### config.mk
export PLATFORM = sky130hd
export DESIGN_NAME = led_band_fc_chain_setter
export DESIGN_NICKNAME = d
export VERILOG_FILES = /design/src/rtl/led_band_fc_chain_setter.sv
export SDC_FILE = /design/constraint.sdc
export NUM_CORES = 1
export LEC_CHECK = 0
export CORE_ASPECT_RATIO = 0.5
export CORE_MARGIN = 4
export CORE_UTILIZATION = 45
export CTS_CLUSTER_SIZE = 40
export DETAILED_ROUTE_END_ITERATION = 8
export MAX_ROUTING_LAYER = met4
export PLACE_DENSITY = 0.71
export SYNTH_ARGS = -nofsm -noshare
export SYNTH_HDL_FRONTEND = slang
export SYNTH_SLANG_ARGS = --single-unit
### constraint.sdc
create_clock -name clk -period 3.5 [get_ports clk]
set_clock_uncertainty 0.05 [all_clocks]
set_input_delay 1.05 -clock clk [delete_from_list [all_inputs] [get_ports clk]]
set_output_delay 1.05 -clock clk [all_outputs]
set_load 0.05 [all_outputs]
### src/rtl/led_band_fc_chain_setter.sv
// led_band_fc_chain_setter
// Function-control programmer for a daisy-chain of N_DRIVERS LED drivers.
// Per-driver FC words are staged in a shadow bank over a simple write port.
// When the sync module issues a FCWRTEN latch command, the shadow bank is
// copied into the active bank. The active bank is then shifted out on SOUT,
// farthest driver first and MSB first, one bit per SCLK rise. A following
// WRTFC latch command either completes the sequence (done) or, if bits are
// still outstanding, aborts it (err).
//
// Ports:
//   clk, rst_n          system clock, asynchronous active-low reset
//   SCLK, LAT           driver shift clock / latch line, sampled on clk
//   w_addr/w_data/w_enable  shadow-bank write (out-of-range addr ignored)
//   SOUT                serial FC data to the chain
//   en                  1 = normal data path owns SOUT, 0 = FC shift active
//   busy                FSM not idle
//   done / err          one-clk pulses: sequence complete / early WRTFC
//   pending             shadow holds writes not yet loaded into active
//
// Optional build macro LED_BAND_FC_STATUS_EN adds:
//   r_addr/r_data       registered read of an active word (1-clk latency)
//   err_cnt             saturating count of err pulses
//
// States:
//   state | meaning
//   IDLE  | normal data path owns SOUT, waiting for FCWRTEN
//   SHIFT | shifting active bank out, one bit per SCLK rise with LAT low
//   WAIT  | all bits shifted, SOUT holds bit 0, waiting for WRTFC
module led_band_fc_chain_setter #(
  parameter int FC_WIDTH      = 48,
  parameter int N_DRIVERS     = 4,
  parameter int FCWRTEN_SCLKS = 15,
  parameter int WRTFC_SCLKS   = 5,
  localparam int AW = (N_DRIVERS > 1) ? $clog2(N_DRIVERS) : 1
) (
  input  logic                clk,
  input  logic                rst_n,
  input  logic                SCLK,
  input  logic                LAT,
  input  logic [AW-1:0]       w_addr,
  input  logic [FC_WIDTH-1:0] w_data,
  input  logic                w_enable,
  output logic                SOUT,
  output logic                en,
  output logic                busy,
  output logic                done,
  output logic                err,
  output logic                pending
`ifdef LED_BAND_FC_STATUS_EN
  ,
  input  logic [AW-1:0]       r_addr,
  output logic [FC_WIDTH-1:0] r_data,
  output logic [7:0]          err_cnt
`endif
);

  localparam int TOTAL_BITS = N_DRIVERS * FC_WIDTH;
  localparam int BW         = (TOTAL_BITS > 1) ? $clog2(TOTAL_BITS) : 1;
  localparam int CMD_MAX    = (FCWRTEN_SCLKS > WRTFC_SCLKS) ? FCWRTEN_SCLKS : WRTFC_SCLKS;
  localparam int LCW        = $clog2(CMD_MAX + 2);
  localparam logic [BW-1:0] BIDX_TOP = BW'(TOTAL_BITS - 1);

  typedef enum logic [1:0] {
    IDLE  = 2'd0,
    SHIFT = 2'd1,
    WAIT  = 2'd2
  } state_t;

  state_t                state_q, state_d;
  logic                  sclk_q, lat_q;
  logic [LCW-1:0]        lat_cnt_q, lat_cnt_d;
  logic [BW-1:0]         bidx_q, bidx_d;
  logic [FC_WIDTH-1:0]   shadow_q [N_DRIVERS];
  logic [FC_WIDTH-1:0]   shadow_d [N_DRIVERS];
  logic [TOTAL_BITS-1:0] active_q, active_d;
  logic                  pending_q, pending_d;
  logic                  sout_q, sout_d;
  logic                  done_q, done_d;
  logic                  err_q, err_d;

  logic posedge_sclk, lat_fall, ev_fcwrten, ev_wrtfc, shift_edge, load, wr_ok;

  assign posedge_sclk = SCLK & ~sclk_q;
  assign lat_fall     = lat_q & ~LAT;
  // lat_cnt_q still holds the full count on the falling-edge clk; it clears after.
  assign ev_fcwrten   = lat_fall && (lat_cnt_q == LCW'(FCWRTEN_SCLKS));
  assign ev_wrtfc     = lat_fall && (lat_cnt_q == LCW'(WRTFC_SCLKS));
  assign shift_edge   = posedge_sclk & ~LAT;
  assign wr_ok        = w_enable && (32'(w_addr) < N_DRIVERS);

  always_comb begin
    lat_cnt_d = '0;
    if (LAT) begin
      lat_cnt_d = lat_cnt_q;
      if (posedge_sclk && (lat_cnt_q != '1)) lat_cnt_d = lat_cnt_q + LCW'(1);
    end
  end

  always_comb begin
    state_d   = state_q;
    bidx_d    = bidx_q;
    active_d  = active_q;
    shadow_d  = shadow_q;
    pending_d = pending_q;
    done_d    = 1'b0;
    err_d     = 1'b0;
    load      = 1'b0;

    // LAT events take priority over SCLK shifting.
    case (state_q)
      IDLE: begin
        if (ev_fcwrten) begin
          load    = 1'b1;
          state_d = SHIFT;
        end
      end
      SHIFT: begin
        if (ev_wrtfc) begin
          err_d   = 1'b1;
          state_d = IDLE;
        end else if (ev_fcwrten) begin
          load = 1'b1;
        end else if (shift_edge) begin
          if (bidx_q == '0) state_d = WAIT;
          else              bidx_d  = bidx_q - BW'(1);
        end
      end
      WAIT: begin
        if (ev_wrtfc) begin
          done_d  = 1'b1;
          state_d = IDLE;
        end else if (ev_fcwrten) begin
          load    = 1'b1;
          state_d = SHIFT;
        end
      end
      default: state_d = IDLE;
    endcase

    // Load copies the pre-write shadow; a same-cycle write survives in shadow
    // and keeps pending set.
    if (load) begin
      for (int d = 0; d < N_DRIVERS; d++) active_d[d*FC_WIDTH +: FC_WIDTH] = shadow_q[d];
      bidx_d    = BIDX_TOP;
      pending_d = 1'b0;
    end
    if (wr_ok) begin
      shadow_d[w_addr] = w_data;
      pending_d        = 1'b1;
    end

    sout_d = (state_q == IDLE) ? 1'b0 : active_q[bidx_q];
  end

  always_ff @(posedge clk or negedge rst_n) begin
    if (!rst_n) begin
      state_q   <= IDLE;
      sclk_q    <= 1'b0;
      lat_q     <= 1'b0;
      lat_cnt_q <= '0;
      bidx_q    <= '0;
      active_q  <= '0;
      for (int d = 0; d < N_DRIVERS; d++) shadow_q[d] <= '0;
      pending_q <= 1'b0;
      sout_q    <= 1'b0;
      done_q    <= 1'b0;
      err_q     <= 1'b0;
    end else begin
      state_q   <= state_d;
      sclk_q    <= SCLK;
      lat_q     <= LAT;
      lat_cnt_q <= lat_cnt_d;
      bidx_q    <= bidx_d;
      active_q  <= active_d;
      shadow_q  <= shadow_d;
      pending_q <= pending_d;
      sout_q    <= sout_d;
      done_q    <= done_d;
      err_q     <= err_d;
    end
  end

  assign SOUT    = sout_q;
  assign en      = (state_q == IDLE);
  assign busy    = (state_q != IDLE);
  assign done    = done_q;
  assign err     = err_q;
  assign pending = pending_q;

`ifdef LED_BAND_FC_STATUS_EN
  logic [FC_WIDTH-1:0] r_data_q, r_data_d;
  logic [7:0]          err_cnt_q, err_cnt_d;

  always_comb begin
    r_data_d = '0;
    for (int d = 0; d < N_DRIVERS; d++)
      if (r_addr == AW'(d)) r_data_d = active_q[d*FC_WIDTH +: FC_WIDTH];
    err_cnt_d = err_cnt_q;
    if (err_d && (err_cnt_q != 8'hFF)) err_cnt_d = err_cnt_q + 8'd1;
  end

  always_ff @(posedge clk or negedge rst_n) begin
    if (!rst_n) begin
      r_data_q  <= '0;
      err_cnt_q <= '0;
    end else begin
      r_data_q  <= r_data_d;
      err_cnt_q <= err_cnt_d;
    end
  end

  assign r_data  = r_data_q;
  assign err_cnt = err_cnt_q;
`endif

endmodule

==> results of run 1 <==
==> what timing repair did <==
item,CTS,global route
pin swaps,0,0
hold buffers,0,0
setup endpoints to repair,1,1
gates resized for setup,1,1
==> area by class of cell <==
| class | count | area, um2 | share of cell area, % |
|---|---|---|---|
| Inverter | 11 | 41.3 | 0.208 |
| Multi-Input combinational cell | 590 | 6550 | 33.1 |
| Sequential cell | 405 | 10100 | 51.2 |
| Timing Repair Buffer | 103 | 1120 | 5.64 |
| Clock buffer | 48 | 1020 | 5.14 |
| Clock inverter | 22 | 322 | 1.62 |
| Tap cell | 494 | 618 | 3.12 |
==> through the flow <==
step	total power, uW	std cells	hold WS [ns]
global route	10900	1673	0.463
floorplan	5750	1065	0.422
global placement	6030	1603	0.417
CTS	10600	1673	0.440
detailed placement	6110	1603	0.416
finish	10400	1673	0.438
==> metal layers <==
layer	track usage [%]	up-vias
met4	3.88	0
li1	-	4099
met3	2.80	42
met1	24.6	5021
met2	29.4	145
met5	-	-
==> synth_stat cells, drive strengths merged (7+ instances only) <==
library cell  instances
a21oi                 8
buf                  42
clkbuf               17
dfrtp               405
ha                   10
inv                  10
mux2                387
mux2i                23
mux4                 43
nand2                11
nand3                 8
nor2                 15
o21ai                 7
or3                   7
==> kinds of logic (layout without fill, tap and decap cells) <==
logic type | after synthesis | after routing | share of synthesized area [%]
xor gates and xnor gates | 4 | 4 | 0.206
DFF | 405 | 405 | 59.5
muxes | 453 | 453 | 32.9
AOI/OAI and AO/OA | 48 | 48 | 2.21
and+or+nand+nor | 75 | 75 | 2.34
adders and majority gates | 10 | 10 | 0.735
buffers and inverters | 70 | 184 | 2.04
==> registers in the layout (all words and copies together) (netlist names) <==
signal / count
SOUT: 1
pending: 1
sclk_q: 1
err: 1
state_q: 2
active_q: 192
done: 1
lat_cnt_q: 5
lat_q: 1
bidx_q: 8
shadow_q: 192
==> how the worst min path moves through the flow <==
stage / end / slack (ns) / cells past startpoint
global placement: pending$_DFFE_PN0P_ / 0.42 / 1
detailed placement: pending$_DFFE_PN0P_ / 0.42 / 1
CTS: pending$_DFFE_PN0P_ / 0.44 / 1
floorplan: active_q[1]$_DFFE_PN0P_ / 0.42 / 1
global route: active_q[63]$_DFFE_PN0P_ / 0.46 / 1
finish: pending$_DFFE_PN0P_ / 0.44 / 1
==> where the power goes <==
part           total (uW)  internal (uW)  switching (uW)
combinational         697            411             286
clock                4430           2610            1820
sequential           5310           5100             207
total               10400           8130            2310
==> impl_metrics.tcl, run 1 <==
set metrics [dict create \
    num_vias 9307 \
    place_hpwl_mm 23.5 \
    dieArea_um2 41200 \
    synthArstFlopShare_pct 100 \
    ios 61 \
    fin_ws_ns 0.217 \
    rsz0062_at_grt "false" \
    routed.top_layer "met4" \
    fin_area_um2 19800 \
    startpoint "state_q[0]$_DFFE_PN0P_" \
    place_congestion 0.872 \
    path_cells "inv_1 > ha_1 > inv_1 > dlygate4sd2_1" \
    reg2reg_from "bidx_q[0]$_DFFE_PN0P_" \
    place_ws_ns 0.0908 \
    setup_violations 0 \
    cp_common_cell "inv_1" \
    root_buffer "clkbuf_16" \
    period_minus_slack_ns 3.28 \
    ys_ff_latch 405 \
    diodes 0 \
    grt_max_degree 82 \
    utilization_pct 53.0 \
    min_path_type "reg2reg" \
    core-area_um2 37300 \
    numPortBuffers 60 \
    reg2reg_to "SOUT$_DFF_PN0_" \
    clock-sinks 405 \
    end_kind "output pin" \
    crit_family "buffers and inverters" \
    grt_pass1_wl_mm 58.4 \
    place_area_um2 18500 \
    cts_tree "built" \
    drtPass1Iterations 4 \
    synth_flop_cell "dfrtp_1" \
    drtAntennaViolNets 0 \
    yosysTopAreaCell "dfrtp_1" \
    crit_buf_inv 3 \
    syn-num-nets 1130 \
    synth.avg_cell_area_um2 16.0 \
    drc 0 \
    layout_common_cells "403 x dfrtp_1, 387 x mux2_2, 57 x clkdlybuf4s50_1" \
    critical_path_class "reg2out" \
    reg2reg_slack_ns 0.46 \
    avgRoutedWirePerCell_um 21.2 \
    drt_iter0_drc 535 \
    hold_start "pending$_DFFE_PN0P_" \
    final-hold-violation-count 0 \
    initial_core_util_pct 45.6 \
    ys_seq_area_share_pct 59.5 \
    synth-edff-count 0 \
    synth.distinct_cells 55 \
    drv_cap 0 \
    report.final.slew_viol_count 0 \
    syn_inst 1065 \
    netlist_top_cells_area "dfrtp_1 60%, mux2_2 26%, mux4_2 4.0%" \
    fin_tns_setup_ns 0 \
    overflow 0 \
    wl_mm 35.5 \
    p_per_area_nw_per_um2 527 \
    clk_pin_slew_ns 0.07 \
    critical_path.max_fanout 5 \
    max-slew-margin-rel_pct 52.4 \
    tightestPinTransition_ns 0.714 \
    finalCritPeriodShare_pct 93.8 \
    ys_warn_count 0 \
    worst-path-stages 4 \
    antenna_found_initial 0 \
    crit_required_ns 2.40 \
    rows 50 \
    r2r_cells 7 \
    drt-met1-wl_mm 16.3 \
    slowest_delay_ns 0.56 \
    critPathLaunchType "register" \
    syn_area_um2 17000 \
    wl_met2_mm 17.4 \
    crit_arrival_ns 2.18 \
    post_cts_buffers 0 \
    syn_to_final_growth_pct 16.4 \
    numCtsBuffers 38 \
    die_h_um 146 \
    status "complete, no violations" \
    fill_cells 2905 \
    crit_end "busy" \
    die_w_um 283 \
    fmax_mhz 305 \
    viasPerCell 5.56 \
    cp_slowest_cell "dlygate4sd2_1" \
    track_usage_pct 18.1 \
    drive_gt1_share_pct 45.2 \
    nNetsFinal 1214 \
    cts_max_level 2 \
    clk_latency_ns 0.55 \
    cts.path.max_buffers 3 \
    met3_length_mm 1.23 \
    leakagePower_uw 0.00917 \
    mostFrequentLayoutCell "dfrtp_1" \
    vdd_drop_max_mv 0.273 \
    synth_top_area_share_pct 59.5 \
    first_global_vias 10200 \
]
Note: power is estimated with default switching activity, not from simulation.
==> run 2, diff against run 1 <==
CORE_MARGIN = 2   (was 4)
SKIP_LAST_GASP = 1   (was unset)
==> impl_metrics.tcl, run 2 (same netlist as run 1, synthesis figures left out) <==
set metrics [dict create \
    fin_total_pwr_uw 9900 \
    end_kind "output pin" \
    place_congestion 0.913 \
    avgRoutedWirePerCell_um 20.8 \
    fill_cells 2939 \
    wl_mm 34.5 \
    place_hpwl_mm 22.4 \
    numPortBuffers 60 \
    mostFrequentLayoutCell "dfrtp_1" \
    register_area_um2 10100 \
    fmax_mhz 301 \
    rsz0062_at_grt "false" \
    p_int_uw 7740 \
    cts_max_level 2 \
    crit_arrival_ns 2.22 \
    drive_gt1_share_pct 43.9 \
    clkPwrFrac_pct 39.3 \
    min_to "pending$_DFFE_PN0P_" \
    finalCritPeriodShare_pct 94.9 \
    post_cts_buffers 0 \
    place_inst 1596 \
    reg2reg_slack_ns 0.58 \
    grt_pass1_wl_mm 56.4 \
    grt_max_degree 80 \
    drtPass1Iterations 6 \
    viasPerCell 5.60 \
    p_seq_share_pct 53.6 \
    initial_core_util_pct 45.6 \
    reg2reg_from "bidx_q[0]$_DFFE_PN0P_" \
    syn_to_final_growth_pct 14.8 \
    status "complete, no violations" \
    multi_input_area_um2 6550 \
    diodes 0 \
    first_global_vias 10100 \
    drv_cap 0 \
    layout_common_cells "403 x dfrtp_1, 387 x mux2_2, 57 x clkdlybuf4s50_1" \
    ctsHoldBuffers 0 \
    p_per_area_nw_per_um2 507 \
    antenna_found_initial 0 \
    hold-path-cell-count 1 \
    drc 0 \
    drt-met1-wl_mm 15.8 \
    vdd_drop_max_mv 0.256 \
    crit_required_ns 2.40 \
    ios 61 \
    critPathLaunchType "register" \
    place_area_um2 18400 \
    routed.top_layer "met4" \
    reg.largest.list "active_q x192, shadow_q x192, bidx_q x8" \
    clk_latency_ns 0.54 \
    drt_iter0_drc 733 \
    wl_met2_mm 16.6 \
    power.switching_uw 2160 \
    switching_share_pct 21.9 \
    clock-sinks 405 \
    numCtsBuffers 37 \
    fin_area_um2 19500 \
    leakagePower_uw 0.00903 \
    root_buffer "clkbuf_16" \
    track_usage_pct 18.7 \
    tightestPinTransition_ns 0.855 \
    utilization_pct 52.3 \
    die_h_um 142 \
    overflow 0 \
    drtAntennaViolNets 0 \
    fin_tns_setup_ns 0 \
    critical_path_class "reg2out" \
    dieArea_um2 39500 \
    die_w_um 279 \
    rows 50 \
    power_frac_comb_pct 7.0 \
    critical_path.max_fanout 5 \
    hold_start "pending$_DFFE_PN0P_" \
    max-slew-margin-rel_pct 43.0 \
    reg2reg_to "SOUT$_DFF_PN0_" \
    r2r_cells 7 \
    met3_length_mm 1.46 \
    report.final.slew_viol_count 0 \
    period_minus_slack_ns 3.32 \
    min_path_type "reg2reg" \
    clk_pin_slew_ns 0.06 \
    setup_violations 0 \
    fin_cells 1657 \
    core-area_um2 37300 \
    num_vias 9286 \
    nNetsFinal 1206 \
    cts_tree "built" \
    cts.path.max_buffers 3 \
    final-hold-violation-count 0 \
]
run 2: worst max path at each step:
stage | cells past startpoint | from | to
final | 4 | state_q[0]$_DFFE_PN0P_ | busy
after global placement | 9 | LAT | bidx_q[0]$_DFFE_PN0P_
after detailed placement | 9 | LAT | bidx_q[0]$_DFFE_PN0P_
after floorplan | 7 | state_q[0]$_DFFE_PN0P_ | active_q[100]$_DFFE_PN0P_
after global routing | 4 | state_q[0]$_DFFE_PN0P_ | busy
after CTS | 3 | state_q[0]$_DFFE_PN0P_ | en
run 2: layout make-up:
class	count	share of cell area [%]
multi-input combinational	590	33.5
tap	494	3.16
timing repair buffer	96	5.32
clock inverter	3	0.263
clock buffer	58	5.61
inverter	11	0.211
sequential	405	51.9
run 2: critical path, stage by stage, from the launching register on:
cell and delay (ns):
dfrtp_1 0.46, inv_1 0.12, ha_1 0.33, inv_1 0.22, dlygate4sd2_1 0.56
run 2: metal layers:
layer | up-vias | track usage, %
li1 | 4071 | -
met5 | - | -
met2 | 187 | 29.9
met1 | 4964 | 25.2
met4 | 0 | 4.73
met3 | 64 | 3.15
run 2: power by group through the flow:
stage          sequential [uW]  clock (uW)  combinational (uW)
6_report                  5310        3890                 696
5_1_grt                   5360        4200                 775
4_1_cts                   5310        3990                 714
3_5_place_dp              5390           0                 711
3_3_place_gp              5350           0                 671
2_1_floorplan             5310           0                 432
run 2: what timing repair did:
action                     4_1_cts  5_1_grt
setup endpoints to repair        1        1
gates resized for setup          1        1
hold endpoints to repair         0        0
run 2: stage by stage:
stage	hold slack [ns]	worst slack [ns]
6_report	0.430	0.179
3_3_place_gp	0.415	0.111
4_1_cts	0.437	0.0239
3_5_place_dp	0.418	0.111
2_1_floorplan	0.422	0.660
5_1_grt	0.456	0.0668
